<file path="config.mk">
export PLATFORM = sky130hd
export DESIGN_NAME = lsu
export DESIGN_NICKNAME = d
export VERILOG_FILES = /design/src/rtl/lsu.sv
export SDC_FILE = /design/constraint.sdc
export NUM_CORES = 1
export LEC_CHECK = 0
export CORE_MARGIN = 4
export CORE_UTILIZATION = 21
export DETAILED_ROUTE_END_ITERATION = 10
export PLACE_DENSITY_LB_ADDON = 0.2
export SETUP_SLACK_MARGIN = 0.02
export SKIP_LAST_GASP = 1
export SLEW_MARGIN = 40
export SYNTH_ARGS = -nofsm -noshare
export SYNTH_HDL_FRONTEND = slang
export SYNTH_SLANG_ARGS = --single-unit
</file>
<file path="constraint.sdc">
create_clock -name vclk -period 2.85
set_clock_uncertainty 0.1 [all_clocks]
set_input_delay 0.855 -clock vclk [all_inputs]
set_output_delay 0.855 -clock vclk [all_outputs]
set_load 0.02 [all_outputs]
</file>
<file path="src/rtl/lsu.sv">
// Load/store unit between the execute stage and data memory: width selection, load extension.
// Define LSU_MISALIGN_EN to split misaligned accesses into stalled multi-cycle sequences.
module lsu (
  input  logic        clk,
  input  logic        rst,
  input  logic        mem_read,
  input  logic        mem_write,
  input  logic [2:0]  funct3,
  input  logic [31:0] addr,
  input  logic [31:0] wdata,
  output logic [31:0] rdata,
  output logic        stall,
  output logic        misalign_fault,
  output logic        dmem_we,
  output logic [2:0]  dmem_funct3,
  output logic [31:0] dmem_addr,
  output logic [31:0] dmem_wd,
  input  logic [31:0] dmem_rd
);

  function automatic logic [31:0] extend(input logic [31:0] v, input logic [2:0] f3);
    logic [31:0] r;
    case (f3[1:0])
      2'b00:   r = f3[2] ? {24'b0, v[7:0]}  : {{24{v[7]}}, v[7:0]};
      2'b01:   r = f3[2] ? {16'b0, v[15:0]} : {{16{v[15]}}, v[15:0]};
      default: r = v;
    endcase
    return r;
  endfunction

  logic        legal, is_load, is_store, misaligned;
  logic [31:0] aligned_word, rdata_al;

  // A store wins when both request lines are high.
  always_comb begin
    legal        = (funct3[1:0] != 2'b11) && (funct3[2:1] != 2'b11);
    is_store     = mem_write && legal;
    is_load      = mem_read && !mem_write && legal;
    misaligned   = ((funct3[1:0] == 2'b01) && addr[0]) ||
                   ((funct3[1:0] == 2'b10) && (addr[1:0] != 2'b00));
    aligned_word = dmem_rd >> {addr[1:0], 3'b000};
    rdata_al     = is_load ? extend(aligned_word, funct3) : 32'h0;
  end

`ifdef LSU_MISALIGN_EN
  typedef enum logic [1:0] {IDLE = 2'd0, LOAD_HI = 2'd1, STORE_BYTE = 2'd2} state_e;

  state_e      state_q, state_d;
  logic [1:0]  k_q, k_d;
  logic [31:0] lo_buf_q, lo_buf_d;
  logic        last_byte;
  logic [5:0]  sh;
  logic [31:0] hi_word, word_base;
  logic [7:0]  store_byte;

  assign last_byte = (funct3[1:0] == 2'b01) ? (k_q == 2'd1) : (k_q == 2'd3);

  always_ff @(posedge clk) begin
    if (rst) begin
      state_q  <= IDLE;
      k_q      <= 2'd0;
      lo_buf_q <= 32'h0;
    end else begin
      state_q  <= state_d;
      k_q      <= k_d;
      lo_buf_q <= lo_buf_d;
    end
  end

  always_comb begin : next_state
    state_d  = state_q;
    k_d      = k_q;
    lo_buf_d = lo_buf_q;
    case (state_q)
      IDLE: begin
        if (is_store && misaligned) begin
          state_d = STORE_BYTE;
          k_d     = 2'd1;
        end else if (is_load && misaligned) begin
          state_d  = LOAD_HI;
          lo_buf_d = dmem_rd;
        end
      end
      LOAD_HI: state_d = IDLE;
      STORE_BYTE: begin
        if (last_byte) begin
          state_d = IDLE;
          k_d     = 2'd0;
        end else begin
          k_d = k_q + 2'd1;
        end
      end
      default: begin
        state_d = IDLE;
        k_d     = 2'd0;
      end
    endcase
  end

  always_comb begin : outputs
    rdata          = 32'h0;
    stall          = 1'b0;
    misalign_fault = 1'b0;
    dmem_we        = 1'b0;
    dmem_funct3    = 3'b000;
    dmem_addr      = 32'h0;
    dmem_wd        = 32'h0;
    word_base      = {addr[31:2], 2'b00};
    sh             = {1'b0, addr[1:0], 3'b000};
    // Upper word supplies the bytes that spill past the low word boundary.
    hi_word        = (dmem_rd << (6'd32 - sh)) | (lo_buf_q >> sh);
    case (k_q)
      2'd0:    store_byte = wdata[7:0];
      2'd1:    store_byte = wdata[15:8];
      2'd2:    store_byte = wdata[23:16];
      default: store_byte = wdata[31:24];
    endcase
    if (!rst) begin
      case (state_q)
        IDLE: begin
          if (is_store && misaligned) begin
            dmem_we   = 1'b1;
            dmem_addr = addr;
            dmem_wd   = {24'b0, store_byte};
            stall     = 1'b1;
          end else if (is_load && misaligned) begin
            dmem_funct3 = 3'b010;
            dmem_addr   = word_base;
            stall       = 1'b1;
          end else if (is_load || is_store) begin
            dmem_we     = is_store;
            dmem_funct3 = {1'b0, funct3[1:0]};
            dmem_addr   = addr;
            dmem_wd     = wdata;
            rdata       = rdata_al;
          end
        end
        LOAD_HI: begin
          dmem_funct3 = 3'b010;
          dmem_addr   = word_base + 32'd4;
          rdata       = extend(hi_word, funct3);
        end
        STORE_BYTE: begin
          dmem_we   = 1'b1;
          dmem_addr = addr + {30'b0, k_q};
          dmem_wd   = {24'b0, store_byte};
          stall     = !last_byte;
        end
        default: ;
      endcase
    end
  end
`else
  logic unused_clk;
  assign unused_clk = clk;

  always_comb begin : outputs
    rdata          = 32'h0;
    stall          = 1'b0;
    misalign_fault = 1'b0;
    dmem_we        = 1'b0;
    dmem_funct3    = 3'b000;
    dmem_addr      = 32'h0;
    dmem_wd        = 32'h0;
    if (!rst && (is_load || is_store)) begin
      if (misaligned) begin
        misalign_fault = 1'b1;
      end else begin
        dmem_we     = is_store;
        dmem_funct3 = {1'b0, funct3[1:0]};
        dmem_addr   = addr;
        dmem_wd     = wdata;
        rdata       = rdata_al;
      end
    end
  end
`endif

endmodule

</file>
Yosys cells after proc, flatten, opt, wreduce, memory -nomap -nowiden. Index checks and enable logic that the tools add are counted.

Memories: 0. Logic and storage cells: 34. Output and inout bits: 102. Bits in registers: 0. Memory bits (writable): 0. Bits in read-only memories: 0. Bits of input ports: 103. Latch bits: 0.

Magnitude comparators: 0. $mul: 0. $add $sub $neg: 0. Equal/unequal tests: 4. Divide/modulo/power cells: 0. Reduce and logical (&&, ||, !) cells: 13. Bitwise operators: 0. Mux-type cells: 16. Shift operators: 1.

Operator list (number): 32-bit two-way mux (9); 32-bit one-hot mux with 2 select lines (1); 32-bit by 5-bit >> shifter with 32-bit output (1); 1-bit logical AND (7); 1-bit two-way mux (4); 2-bit two-way mux (2); 2-bit != test (second input constant) (2); 2-bit by 1-bit equality test with 1-bit output (second input constant) (1); 2-bit equality test (second input constant) (1); 1-bit zero test (2); 2-bit zero test (1); 1-bit logical OR (2); 2-bit nonzero test (1).

Logic depth before layout (Yosys ltp). Gate-level depths: netlist of the first run.

Word-level depth: 6. Depth in mapped cells: 6. Mapped depth without buffers: 4.

Least setup slack after synthesis of the first run. No wires, ideal clock.

Path type: input to output. Start: input funct3[0]. End: output rdata[6]. Data arrival time: 2241 ps. Data required time: 1895 ps. Slack: -346 ps. Stages on the path: 5. Cells stage by stage: buf_2 > nor4_2 > o21ai_1 > buf_2 > a211oi_1.

Longest elaborated chain between the ends: 6. Elaborated cells on any way between the ends: 16. Those cells by class: eq/ne (3); mux (4); reduce/logical (9).

Ends and longest elaborated chain: start, declared (RTL line 8) `input logic [2:0] funct3,`; branches (longest 5 deep; another with 32-bit one-hot mux with 2 select lines); 32-bit two-way mux (*) (RTL line 165) `if (!rst && (is_load || is_store)) begin`; end, declared (RTL line 11) `output logic [31:0] rdata,`.

Mark *: on every way between the ends.

Final worst setup path of the first run.
Start: input funct3[0]. End: output dmem_addr[16].

Longest elaborated chain between the ends: 6. Elaborated cells on any way between the ends: 13. Those cells by class: eq/ne (3); mux (2); reduce/logical (8).

Ends and longest elaborated chain: 2-bit != test (RTL line 36) `legal = (funct3[1:0] != 2'b11) && (funct3[2:1] != 2'b11);`; 1-bit logical AND (RTL line 36); 1-bit logical AND, on equally long branches (RTL line 38, 37); 1-bit logical OR (RTL line 165); 1-bit logical AND (RTL line 165); 32-bit two-way mux (*) (RTL line 165); end, declared (RTL line 16) `output logic [31:0] dmem_addr,`.

Every way passes the cells marked *; elsewhere a longest branch is shown, timed or not.

==> summary.md, run 1 <==
* **number of violations reported at the end of detailed-routing iteration 0** 49
* **destination of the critical timing path** dmem_addr[16]
* **input/output buffers** 202
* **number of buffer and inverter stages on the critical path** 7
* **result of the run** finished with violations
* **number of optimization iterations in the first detailed-route pass** 4
* **Arrival @ worst endpoint** 2.35 ns
* **footprint of the flip-flops and latches** 0 um2
* **Synth area leader** and2_1
* **largest fanout on the critical path** 12
* **cell type group with the largest total delay on the critical path** buffers and inverters
* **Max Fclk** 302 MHz
* **Total Routed Length** 10600 um
* **number of global-route vias before repair** 2778
* **floorplan die height** 87.3 um
* **average cell area after synthesis** 6.41 um2
* **cell row count** 28
* **count of final hold-check violations** 0
* **post-synthesis sequential area ratio** 0
* **synthesized instance count** 206
* **Via-to-Cell Ratio** 4.74
* **pwr dens** 145 mW/mm2
* **routed via count** 2611
* **share of cells above drive strength 1** 0.662
* **Max rail drop VDD** 0.0978 mV
* **post-route ant nets** 0
* **num sequential** 0
* **largest cells by area after synthesis** and2_1, mux2i_1, a211oi_1
* **Setup WS post-layout** -0.457 ns
* **global-route wire length before repair** 14400 um
* **DRC violations left** 0
* **Yosys warnings** 0
* **cell with the most instances on the worst path** buf_12
* **failing checks** setup timing
* **WP data required** 1.90 ns
* **routability-driven placement congestion ratio** 0.756
* **area post-placement** 0.00402 mm2
* **number of cells in the finished layout apart from fillers** 551
* **Layout Nets** 581
* **antenna violations before repair** 0
* **post-route clock period utilization** 1.16
* **final routed wire length divided by cell count** 19.2 um
* **number of cells after detailed placement** 513
* **number of clock buffers in the layout** 0
* **Worst path slowest cell** a211oi_4
* **total routing usage reported by global routing** 0.236
* **count of cell types in the netlist** 34
* **worst min path class** primary input to output pin
* **chip width** 87.3 um
* **aggregate global routing overflow** 0
* **design area** 0.00504 mm2
* **die area** 0.00762 mm2
* **number of max-capacitance violations reported** 0
* **clock period minus final worst setup slack** 3.31 ns
* **total setup violations reported at the end of the flow** 99
* **Layout area overhead** 282%
* **post-synthesis instance area** 0.00132 mm2
* **standby leakage power** 0.00231 uW
* **Antenna Diode Count** 0
* **area share of the leading cell type in the synthesized netlist** 0.336
* **Levels on crit path** 11
* **number of fillers in the final layout** 367
* **number of top-level pins** 205
* **placed wire-length estimate after detailed placement** 6660 um
* **launch point of the worst path** funct3[0]
* **pin count of the biggest net entering global routing** 22
* **CP max stage delay** 0.19 ns
* **Placeable Area** 0.00603 mm2
* **unrepaired setup endpoints after global routing** true
* **critical setup path kind** primary input to output pin
* **Pins Over Slew Limit** 0
* **crit path capture type** output pin
* **CP Cell Sequence** buf_12 -> o21ai_2 -> o211ai_1 -> buf_4 -> a211oi_4 -> buf_6 -> buf_12 -> buf_12 -> buf_12 -> and2_2 -> buf_6
* **starting density of the core** 0.219
* **crit start category** primary input
## worst min-delay path by stage
stage | start | endpoint | slack (ns) | cells past startpoint
floorplan | dmem_rd[24] | rdata[24] | 1.73 | 1
global placement | addr[0] | dmem_funct3[0] | 2.59 | 5
detailed placement | addr[0] | dmem_funct3[0] | 2.61 | 5
CTS | mem_write | dmem_we | 1.99 | 3
global route | mem_write | dmem_we | 2.03 | 3
finish | mem_write | dmem_we | 2.02 | 3
## final cells by class
class                           instances  area, um2  share of cell area
Inverter                                2       7.51             0.00149
Tap cell                               75       93.8              0.0186
Timing Repair Buffer                  291       3190               0.633
Multi-Input combinational cell        183       1750               0.347
## power breakdown
part / switching, uW / leakage [uW] / total [uW] / internal [uW]
clock network: 0 / 0 / 0 / 0
logic: 285 / 0.00231 / 729 / 445
registers: 0 / 0 / 0 / 0
total: 285 / 0.00231 / 729 / 445
## cell usage in the layout, fill, tap and decap left out, drive strengths merged
cell	count
o211ai	2
nand2	2
inv	2
nand4	1
nor3	1
a21o	8
clkdlybuf4s50	90
nor4	1
buf	195
and4	1
and2	71
nor3b	2
nor2	12
nand3b	1
mux2i	17
or3	2
o211a	1
clkdlybuf4s15	3
o21ai	18
nand3	1
a211oi	15
conb	2
and3	1
a311oi	1
bufbuf	1
clkbuf	2
nor2b	9
o21a	1
mux2	2
or2	1
a21oi	10
## routing by layer
layer | GRT usage | share of wire
met3 | 0.0426 | 0.076
met2 | 0.482 | 0.58
met5 | 0 | 0
met1 | 0.245 | 0.33
met4 | 0.0460 | 0.012
## logic make-up after synthesis
group	Yosys count	synth area share
and+or+nand+nor	106	0.483
AOI/OAI and AO/OA	56	0.278
buffers and inverters	24	0.0900
muxes	19	0.146
other	1	0.00284
## cell usage after synthesis, drive strengths merged
| cell | number |
|---|---|
| nor2b | 9 |
| nor4 | 1 |
| nor3 | 1 |
| nand4 | 1 |
| nor2 | 12 |
| nand3b | 1 |
| or2 | 1 |
| nand3 | 1 |
| inv | 2 |
| o21a | 1 |
| o211ai | 2 |
| a21o | 8 |
| o21ai | 18 |
| and4 | 1 |
| buf | 11 |
| a211oi | 15 |
| or3 | 2 |
| mux2 | 2 |
| conb | 1 |
| o211a | 1 |
| mux2i | 17 |
| and2 | 71 |
| and3 | 1 |
| clkbuf | 11 |
| nor3b | 2 |
| a311oi | 1 |
| nand2 | 2 |
| a21oi | 10 |
## repair_timing
action	CTS	global route
pin swaps	16	42
cloned	9	2
setup buffers	20	12
hold buffers	0	0
setup endpoints to repair	100	99
resized for setup	696	77
## tightest hold or removal path, cell delays in order
cell	delay (ns)
buf_2	0.13
o211a_1	0.15
buf_6	0.13
## stage by stage
stage	power [uW]	utilization	setup TNS, ns	setup slack, ns	hold WS, ns
2_1_floorplan	222	-	-14.19	-0.186	1.73
3_3_place_gp	517	0.666	-108.74	-1.14	2.59
3_5_place_dp	524	0.666	-115.95	-1.24	2.61
4_1_cts	661	0.779	-28.21	-0.364	1.99
5_1_grt	765	0.836	-40.98	-0.528	2.03
6_report	729	0.836	-34.80	-0.457	2.02
(Power assumes the default switching activity.)
==> inputs of run 2 (changes only) <==
- ABC_CLOCK_PERIOD_IN_PS: default -> 3000
- clock period: 2.85 -> 3 ns (I/O delays scaled with it)
==> summary.md, run 2 (synthesized netlist as in run 1, its figures left out) <==
* **result of the run** finished with violations, unchanged
* **failing checks** setup timing, unchanged
* **die area** 0.00762 mm2, unchanged
* **post-route clock period utilization** 1.10
* **number of violations reported at the end of detailed-routing iteration 0** 28, was 49
* **pwr dens** 132 mW/mm2, was 145 mW/mm2
* **Max rail drop VDD** 0.0953 mV, was 0.0978 mV
* **number of fillers in the final layout** 387, was 367
* **Layout Nets** 572, was 581
* **Placeable Area** 0.00603 mm2, unchanged
* **number of clock buffers in the layout** 0, unchanged
* **DR WL met3** 723 um, was 802 um
* **Post-Route M1 WL** 3460 um, was 3540 um
* **cell row count** 28, unchanged
* **Seq pwr share** 0, about the same
* **number of max-capacitance violations reported** 0, unchanged
* **unrepaired setup endpoints after global routing** true, unchanged
* **crit path capture type** output pin, unchanged
* **worst hold slack across all endpoints** 2.11 ns, was 2.02 ns
* **Pins Over Slew Limit** 0, unchanged
* **number of cells in the finished layout apart from fillers** 542, was 551
* **worst min path class** primary input to output pin, unchanged
* **Antenna Diode Count** 0, unchanged
* **switching power of the nets** 253 uW, was 285 uW
* **chip width** 87.3 um, unchanged
* **DRC violations left** 0, unchanged
* **standby leakage power** 0.00222 uW, was 0.00231 uW
* **total routing usage reported by global routing** 0.215, was 0.236
* **Top Metal Used** met4, unchanged
* **Via-to-Cell Ratio** 4.70, was 4.74
* **Layout area overhead** 265%, was 282%
* **Arrival @ worst endpoint** 2.31 ns, was 2.35 ns
* **WP data required** 2.00 ns, was 1.90 ns
* **number of cells after detailed placement** 503, was 513
* **pin count of the biggest net entering global routing** 24, was 22
* **footprint of the flip-flops and latches** 0 um2, unchanged
* **input/output buffers** 202, unchanged
* **clock network fraction of design power** 0, about the same
* **most common library cell in the layout ignoring fill and taps** buf_6, unchanged
* **most used cells in the layout excluding fill and tap cells** buf_6, clkdlybuf4s50_1, and2_4, buf_4, mux2i_1, unchanged
* **switching fraction of total power** 0.396, was 0.390
* **crit start category** primary input, unchanged
* **number of global-route vias before repair** 2503, was 2778
* **routed via count** 2548, was 2611
* **floorplan die height** 87.3 um, unchanged
* **routability-driven placement congestion ratio** 0.755, was 0.756
* **largest fanout on the critical path** 6, was 12
* **critical setup path kind** primary input to output pin, unchanged
* **antenna violations before repair** 0, unchanged
* **clock period minus final worst setup slack** 3.31 ns
* **Total Routed Length** 9770 um, was 10600 um
* **final routed wire length divided by cell count** 18.0 um, was 19.2 um
* **share of cells above drive strength 1** 0.645, was 0.662
* **placed wire-length estimate after detailed placement** 6490 um, was 6660 um
* **post-route ant nets** 0, unchanged
* **design area** 0.00482 mm2, was 0.00504 mm2
* **num sequential** 0, unchanged
* **starting density of the core** 0.219, unchanged
* **area post-placement** 0.00392 mm2, was 0.00402 mm2
* **number of buffers inserted by hold repair at cts** 0, unchanged
* **Setup WS post-layout** -0.305 ns, was -0.457 ns
* **total setup violations reported at the end of the flow** 96, was 99
* **global-route wire length before repair** 13200 um, was 14400 um
* **Max Fclk** 303 MHz
* **number of top-level pins** 205, unchanged
* **power share of the combinational group** 1.000, about the same
* **cell internal pwr** 386 uW, was 445 uW
* **met2 layer wire length in the routed design** 5510 um, was 6130 um
* **aggregate global routing overflow** 0, unchanged
* **number of optimization iterations in the first detailed-route pass** 4, unchanged
* **count of final hold-check violations** 0, unchanged
run 2: cell count changes in the layout (fill, tap and decap cells not counted), sizes merged:
| cell | before | now |
|---|---|---|
| dlygate4sd2 | 0 | 2 |
| bufbuf | 1 | 0 |
| buf | 195 | 188 |
| clkdlybuf4s15 | 3 | 0 |
run 2: timing repair:
item,4_1_cts,5_1_grt
buffers inserted,20,12
resized for setup,696,59
endpoints found under the setup margin,100,99
endpoints found under the hold margin,0,0
cloned,8,2
pin swaps,35,30
run 2: final timing paths:
kind	to	cells past startpoint	start	slack [ns]
worst max-delay path	dmem_wd[10]	11	addr[0]	-0.31
worst min-delay path	dmem_we	3	mem_write	2.11
run 2: area by class of cell:
type / count / area [um2] / area share
tap: 75 / 93.8 / 0.0195
timing repair buffer: 282 / 3010 / 0.624
multi-input combinational: 183 / 1710 / 0.355
inverter: 2 / 7.51 / 0.00156
run 2: critical path, stage by stage:
cell and delay (ns):
buf_12 0.11, buf_4 0.13, nor2_4 0.14, nor2_4 0.05, a211oi_4 0.25, buf_6 0.14, buf_6 0.10, buf_6 0.11
buf_8 0.11, and2_4 0.14, buf_6 0.12
run 2: power by group through the flow:
stage,clock (uW),combinational [uW],sequential [uW]
2_1_floorplan,0,210,0
3_3_place_gp,0,476,0
3_5_place_dp,0,482,0
4_1_cts,0,602,0
5_1_grt,0,671,0
6_report,0,638,0
run 2: through the flow:
| stage | worst slack, ns | utilization | TNS (ns) | power, uW |
|---|---|---|---|---|
| global route | -0.359 | 0.800 | -26.88 | 671 |
| finish | -0.305 | 0.800 | -21.64 | 638 |
| detailed placement | -1.11 | 0.651 | -104.54 | 482 |
| global placement | -1.07 | 0.651 | -101.88 | 476 |
| floorplan | -0.126 | - | -8.24 | 210 |
| CTS | -0.311 | 0.753 | -22.47 | 602 |
run 2: routing by layer:
metal | track usage | vias to the layer above
met5 | 0 | -
met4 | 0.0181 | 0
met3 | 0.0407 | 6
met2 | 0.449 | 116
met1 | 0.223 | 1199
li1 | - | 1227
